--- config.mk ---
export PLATFORM = sky130hd
export DESIGN_NAME = inst_queue_flat
export DESIGN_NICKNAME = d
export VERILOG_FILES = /design/src/rtl/inst_queue_pkg.sv /design/src/rtl/inst_queue_if.sv /design/src/rtl/inst_queue.sv /design/src/flat_wrapper.sv
export SDC_FILE = /design/constraint.sdc
export NUM_CORES = 1
export LEC_CHECK = 0
export CAP_MARGIN = 0
export CORE_UTILIZATION = 25
export CTS_BUF_LIST = sky130_fd_sc_hd__clkbuf_16
export CTS_CLUSTER_SIZE = 28
export DETAILED_ROUTE_END_ITERATION = 7
export GPL_ROUTABILITY_DRIVEN = 0
export GPL_TIMING_DRIVEN = 0
export PLACE_DENSITY_LB_ADDON = 0.25
export SLEW_MARGIN = 10
export SYNTH_ARGS = -nofsm -noshare
export SYNTH_HDL_FRONTEND = slang
export SYNTH_SLANG_ARGS = --single-unit
--- constraint.sdc ---
create_clock -name clk -period 12.1 [get_ports clk]
set_clock_uncertainty 0.05 [all_clocks]
set_input_delay 1.815 -clock clk [delete_from_list [all_inputs] [get_ports clk]]
set_output_delay 1.815 -clock clk [all_outputs]
set_load 0.005 [all_outputs]
--- src/rtl/inst_queue_pkg.sv ---
// Shared constants and types for the instruction queue between fetch and decode.
// The fetch stage imports IQ_DEPTH to size its outstanding requests.
package inst_queue_pkg;

  localparam int IQ_DEPTH  = 4;
  localparam int IQ_INST_W = 32;
  localparam int IQ_PC_W   = 32;

  // Word presented to decode when the queue is empty.
  localparam logic [31:0] INST_NOP = 32'h0;

  // How this cycle's flush request resolves once the same-cycle pop is accounted for.
  typedef enum logic [1:0] {
    FLUSH_NONE,
    FLUSH_ALL,
    FLUSH_KEEP
  } flush_mode_e;

endpackage

--- src/rtl/inst_queue_if.sv ---
// Fetch-side push channel and decode-side pop channel of the instruction queue.
// master = the pipeline around the queue (fetch + decode), slave = the queue.
interface inst_queue_if
  import inst_queue_pkg::*;
#(
  parameter int INST_W = IQ_INST_W,
  parameter int PC_W   = IQ_PC_W
) ();

  logic              push_valid;
  logic              push_ready;
  logic [INST_W-1:0] push_inst;
  logic [PC_W-1:0]   push_pc;
  logic              push_pred_taken;
  logic              push_adel;

  logic              pop_valid;
  logic              pop_ready;
  logic [INST_W-1:0] pop_inst;
  logic [PC_W-1:0]   pop_pc;
  logic              pop_pred_taken;
  logic              pop_adel;

  modport master (
    output push_valid, push_inst, push_pc, push_pred_taken, push_adel, pop_ready,
    input  push_ready, pop_valid, pop_inst, pop_pc, pop_pred_taken, pop_adel
  );

  modport slave (
    input  push_valid, push_inst, push_pc, push_pred_taken, push_adel, pop_ready,
    output push_ready, pop_valid, pop_inst, pop_pc, pop_pred_taken, pop_adel
  );

endinterface

--- src/rtl/inst_queue.sv ---
// Instruction queue: DEPTH-entry circular buffer of fetched words with PC,
// predicted-taken and AdEL flag. The oldest entry is shown to decode with no
// bypass; flush can optionally retain the post-pop head as the delay slot.
module inst_queue
  import inst_queue_pkg::*;
#(
  parameter int DEPTH  = IQ_DEPTH,
  parameter int INST_W = IQ_INST_W,
  parameter int PC_W   = IQ_PC_W
) (
  input  logic                   clk,
  input  logic                   resetn,
  input  logic                   flush,
  input  logic                   flush_keep_head,
  inst_queue_if.slave            bus,
  output logic [$clog2(DEPTH):0] count
);

  localparam int PTR_W = $clog2(DEPTH);
  localparam int CNT_W = PTR_W + 1;

  typedef struct packed {
    logic [INST_W-1:0] inst;
    logic [PC_W-1:0]   pc;
    logic              pred_taken;
    logic              adel;
  } entry_t;

  entry_t           mem_q [DEPTH];
  logic [PTR_W-1:0] rd_ptr_q, rd_ptr_d;
  logic [PTR_W-1:0] wr_ptr_q, wr_ptr_d;
  logic [CNT_W-1:0] count_q, count_d;

  logic             full, empty;
  logic             push_fire, pop_fire;
  logic [PTR_W-1:0] head_ptr;
  logic [CNT_W-1:0] kept_cnt;
  flush_mode_e      flush_mode;

  // push_ready looks only at the registered count, so a same-cycle pop never
  // opens room for a push on a full queue.
  assign full  = (count_q == CNT_W'(DEPTH));
  assign empty = (count_q == '0);

  assign bus.push_ready = !full;
  assign bus.pop_valid  = !empty;

  assign push_fire = bus.push_valid & !full & !flush;
  assign pop_fire  = !empty & bus.pop_ready;

  // Head and occupancy as they stand after this cycle's pop.
  assign head_ptr = rd_ptr_q + PTR_W'(pop_fire);
  assign kept_cnt = count_q - CNT_W'(pop_fire);

  // Resolve the flush request: keeping the head only makes sense if one survives the pop.
  always_comb begin
    // NOTE: every variable assigned in always_comb gets a default first, so no path leaves it unassigned and infers a latch.
    flush_mode = FLUSH_NONE;
    if (flush) begin
      if (flush_keep_head && (kept_cnt != '0)) flush_mode = FLUSH_KEEP;
      else                                     flush_mode = FLUSH_ALL;
    end
  end

  // Next-state for pointers and occupancy.
  always_comb begin
    rd_ptr_d = head_ptr;
    wr_ptr_d = wr_ptr_q + PTR_W'(push_fire);
    count_d  = count_q + CNT_W'(push_fire) - CNT_W'(pop_fire);
    unique case (flush_mode)
      FLUSH_ALL: begin
        // Push is already suppressed under flush, so wr_ptr_q is the new tail.
        rd_ptr_d = wr_ptr_q;
        wr_ptr_d = wr_ptr_q;
        count_d  = '0;
      end
      FLUSH_KEEP: begin
        rd_ptr_d = head_ptr;
        wr_ptr_d = head_ptr + PTR_W'(1);
        count_d  = CNT_W'(1);
      end
      default: ;
    endcase
  end

  // Pointer and occupancy registers; reset empties the queue immediately.
  always_ff @(posedge clk or negedge resetn) begin
    // NOTE: sequential state uses non-blocking assignments so every register samples pre-edge values.
    if (!resetn) begin
      rd_ptr_q <= '0;
      wr_ptr_q <= '0;
      count_q  <= '0;
    end else begin
      rd_ptr_q <= rd_ptr_d;
      wr_ptr_q <= wr_ptr_d;
      count_q  <= count_d;
    end
  end

  // Entry storage written on push fire.
  always_ff @(posedge clk) begin
    // NOTE: the array has no reset; stale contents are never visible because outputs are gated by count.
    if (push_fire) begin
      mem_q[wr_ptr_q] <= '{inst:       bus.push_inst,
                           pc:         bus.push_pc,
                           pred_taken: bus.push_pred_taken,
                           adel:       bus.push_adel};
    end
  end

  // Head read-out, forced to NOP/zero whenever the queue is empty.
  always_comb begin
    bus.pop_inst       = INST_W'(INST_NOP);
    bus.pop_pc         = '0;
    bus.pop_pred_taken = 1'b0;
    bus.pop_adel       = 1'b0;
    if (!empty) begin
      bus.pop_inst       = mem_q[rd_ptr_q].inst;
      bus.pop_pc         = mem_q[rd_ptr_q].pc;
      bus.pop_pred_taken = mem_q[rd_ptr_q].pred_taken;
      bus.pop_adel       = mem_q[rd_ptr_q].adel;
    end
  end

  assign count = count_q;

endmodule

--- src/flat_wrapper.sv ---
// flat-port wrapper written by rule: the top's interface ports become plain ports
module inst_queue_flat import inst_queue_pkg::*;
#(
  parameter int DEPTH  = IQ_DEPTH,
  parameter int INST_W = IQ_INST_W,
  parameter int PC_W   = IQ_PC_W
)
  (clk, resetn, flush, flush_keep_head, count, bus_push_valid, bus_push_inst, bus_push_pc, bus_push_pred_taken, bus_push_adel, bus_pop_ready, bus_push_ready, bus_pop_valid, bus_pop_inst, bus_pop_pc, bus_pop_pred_taken, bus_pop_adel);
  inst_queue_if #(.INST_W(INST_W), .PC_W(PC_W)) bus_i ();
  input  logic clk;
  input  logic resetn;
  input  logic flush;
  input  logic flush_keep_head;
  output logic [$clog2(DEPTH):0] count;
  input wire logic [$bits(bus_i.push_valid)-1:0] bus_push_valid;
  input wire logic [$bits(bus_i.push_inst)-1:0] bus_push_inst;
  input wire logic [$bits(bus_i.push_pc)-1:0] bus_push_pc;
  input wire logic [$bits(bus_i.push_pred_taken)-1:0] bus_push_pred_taken;
  input wire logic [$bits(bus_i.push_adel)-1:0] bus_push_adel;
  input wire logic [$bits(bus_i.pop_ready)-1:0] bus_pop_ready;
  output wire logic [$bits(bus_i.push_ready)-1:0] bus_push_ready;
  output wire logic [$bits(bus_i.pop_valid)-1:0] bus_pop_valid;
  output wire logic [$bits(bus_i.pop_inst)-1:0] bus_pop_inst;
  output wire logic [$bits(bus_i.pop_pc)-1:0] bus_pop_pc;
  output wire logic [$bits(bus_i.pop_pred_taken)-1:0] bus_pop_pred_taken;
  output wire logic [$bits(bus_i.pop_adel)-1:0] bus_pop_adel;
  assign bus_i.push_valid = bus_push_valid;
  assign bus_i.push_inst = bus_push_inst;
  assign bus_i.push_pc = bus_push_pc;
  assign bus_i.push_pred_taken = bus_push_pred_taken;
  assign bus_i.push_adel = bus_push_adel;
  assign bus_i.pop_ready = bus_pop_ready;
  assign bus_push_ready = bus_i.push_ready;
  assign bus_pop_valid = bus_i.pop_valid;
  assign bus_pop_inst = bus_i.pop_inst;
  assign bus_pop_pc = bus_i.pop_pc;
  assign bus_pop_pred_taken = bus_i.pop_pred_taken;
  assign bus_pop_adel = bus_i.pop_adel;
  inst_queue #(.DEPTH(DEPTH), .INST_W(INST_W), .PC_W(PC_W)) u_core (.clk(clk), .resetn(resetn), .flush(flush), .flush_keep_head(flush_keep_head), .bus(bus_i), .count(count));
endmodule
==> summary.txt <==
Outcome
  – Status: completed

CTS
  – Total setup buffers inserted after CTS: 0
  – CTS Buf Count: 30
  – Worst-Skew Late Latency: 0.55 ns
  – Clock Pin Slew Worst Setup and Hold Paths: 0.06 ns
  – CTS tree: yes
  – Clock Path Buffers: 3
  – CTS sink count: 271
  – Resized cells post-CTS: 0
  – Clock root cell: clkbuf_16
  – H-tree levels: 1
  – Hold buffer count at cts: 0

Routing
  – First-pass iteration count of the detailed router: 4
  – Initial drt markers: 151
  – Final wirelength: 23.3 mm
  – Post-DRT Antenna Nets: 0
  – Via count: 5255
  – DRC: 0
  – Avg WL per Cell: 19.0 um
  – Vias per cell: 4.28

Cells and area
  – Ant diodes: 0
  – Multi-input gate area: 2300 um2
  – Area growth from synthesis to layout: 31.1%
  – Layout cell share with drive strength beyond 1: 21.4%
  – Final nets: 751
  – Design area: 13800 um2
  – FF+latch area: 8100 um2
  – Layout fillers: 3870
  – Fin cells: 1229

Timing
  – Least-Margin Pin Slew: 0.799 ns
  – Total negative slack: 0 ns
  – Max_slew headroom: 46.8%
  – Fin Hold WS: 0.650 ns
  – Highest clock rate: 196 MHz
  – RSZ-0062 raised after global routing: no
  – Final Hold Fails: 0
  – Post-route minimum period: 5.09 ns
  – Period utilization: 42.1%
  – Slew Viols, Final: 0
  – Setup violations, final: 0

Placed design
  – Final HPWL from detailed placement: 15.7 mm
  – Placed Instances: 1174
  – IO buf count: 142
  – Post-Place Cell Area: 12900 um2

Yosys
  – Asr flop ratio synth: 2.58%
  – Top cells by area, synth: edfxtp_1, mux4_2, and2_1, dfrtp_1, ha_1
  – Number of synthesized flops with an enable pin: 264
  – Ys flop type: edfxtp_1
  – Largest area contributor in the netlist: edfxtp_1
  – Most frequent cell after synthesis: edfxtp_1
  – Synthesis-stage register bit count: 271
  – Mapped Area: 10500 um2
  – Seq/Total Area, Yosys: 77.0%
  – Post-synthesis average cell area: 21.9 um2
  – Syn Inst Count: 480
  – Post-Syn Nets: 557
  – Yosys top cell area share: 75.3%
  – Synth warnings: 0
  – Synth cell types: 40
  – Synth cell count leaders: edfxtp_1, and2_1, mux4_2

Power
  – Internal cell power: 2.28 mW
  – LEAKAGE: 4.48 nW
  – Worst vdd ir: 0.000116 V
  – Switching share of power: 27.2%
  – Clk pwr share: 27.0%
  – Psw: 0.853 mW
  – PD cells: 227 nW/um2
  – Logic gate share of total power: 35.8%
  – Register share of total power: 37.2%

GRT
  – Remaining Overflow, GRT: 0
  – Tot GR Track Use: 11.0%
  – Vias in the first global route: 5946
  – Largest net degree at the start of global routing: 39
  – Initial antenna violation count: 1
  – First-pass GRT wire length: 35.9 mm

Flow run
  – Max-Cap Viols: 0

Worst hold path
  – Worst min path class: reg2reg

Die
  – Die width: 207 um
  – Starting density of the core: 25.6%
  – Top Ports: 143
  – FP Rows: 74
  – Die area: 42900 um2
  – Die Y-Extent: 207 um
  – Core ar.: 41200 um2

Setup path
  – Max Fanout on Critical Path: 10
  – Critical path required time: 10.23 ns
  – Arr. time, crit path: 3.22 ns
  – R2r setup slk: 8.88 ns
  – CP startpoint kind: flip-flop
  – CP Capture Type: output pin
  – Worst setup path class: reg2out
-- per-stage QoR --
stage | util [%] | power [mW] | worst slack [ns]
floorplan | - | 1.77 | 4.55
global placement | 30.6 | 2.33 | -1.17
detailed placement | 31.2 | 2.34 | 7.34
CTS | 33.5 | 3.21 | 6.72
global route | 33.5 | 3.31 | 6.68
finish | 33.5 | 3.13 | 7.01
-- cell usage in the layout, fill, tap and decap left out, drive strengths merged, types with 4 or more instances in the layout --
master         instances
clkbuf                40
nor2                   7
buf                   34
nand2                  6
clkinv                 8
mux4                  66
edfxtp               264
dfrtp                  7
ha                     4
inv                   18
and2                  67
clkdlybuf4s50        142
-- cell families after synthesis --
group                      share of synthesized area (%)
and+or+nand+nor                                     5.53
AOI/OAI and AO/OA                                  0.630
DFF                                                 77.0
buffers and inverters                               1.44
xor gates and xnor gates                           0.547
adders and majority gates                          0.666
muxes                                               14.2
-- layout make-up --
type                            count  area share, %
Inverter                            6          0.163
Timing Repair Buffer              162           12.0
Clock inverter                     24           1.17
Buffer                             23          0.934
Tap cell                          532           4.82
Multi-Input combinational cell    180           16.6
Clock buffer                       31           5.62
Sequential cell                   271           58.7
-- power groups by stage --
stage / clock [mW] / combinational, mW / sequential [mW]
5_1_grt: 0.915 / 1.23 / 1.17
6_report: 0.846 / 1.12 / 1.17
3_5_place_dp: 0 / 1.16 / 1.19
4_1_cts: 0.881 / 1.17 / 1.17
2_1_floorplan: 0 / 0.586 / 1.18
3_3_place_gp: 0 / 1.13 / 1.20
-- path summary, 6_finish.rpt --
kind / start / to / cells past startpoint
max: u_core.count[2] / bus_pop_pc[20] / 6
min: u_core.wr_ptr_q[1] / u_core.wr_ptr_q[1] / 2
max reg2reg: u_core.count[2] / u_core.rd_ptr_q[1] / 9
min reg2reg: u_core.wr_ptr_q[1] / u_core.wr_ptr_q[1] / 2
max in group asynchronous: resetn / u_core.rd_ptr_q[0] / 1
min in group asynchronous: resetn / u_core.wr_ptr_q[1] / 1
-- registers in the layout, summed over array words and instances, names as in the netlist --
register and flops:
u_core.mem_q 264, u_core.count 3, u_core.rd_ptr_q 2, u_core.wr_ptr_q 2
-- worst max-delay path, cell delays in order, from the launching register on --
cell             delay (ns)
dfrtp_1                0.50
or3_1                  0.17
clkbuf_1               0.45
clkbuf_2               0.37
clkbuf_1               0.41
and2_1                 0.24
clkdlybuf4s50_1        0.52
-- metal layers --
metal	share of wire (%)	track usage (%)	wire, um
met1	42	13.2	9700
met2	51	19.6	11900
met3	5.1	2.98	1180
met4	2.1	2.57	483
met5	0.052	0	12
(Power assumes the default switching activity.)
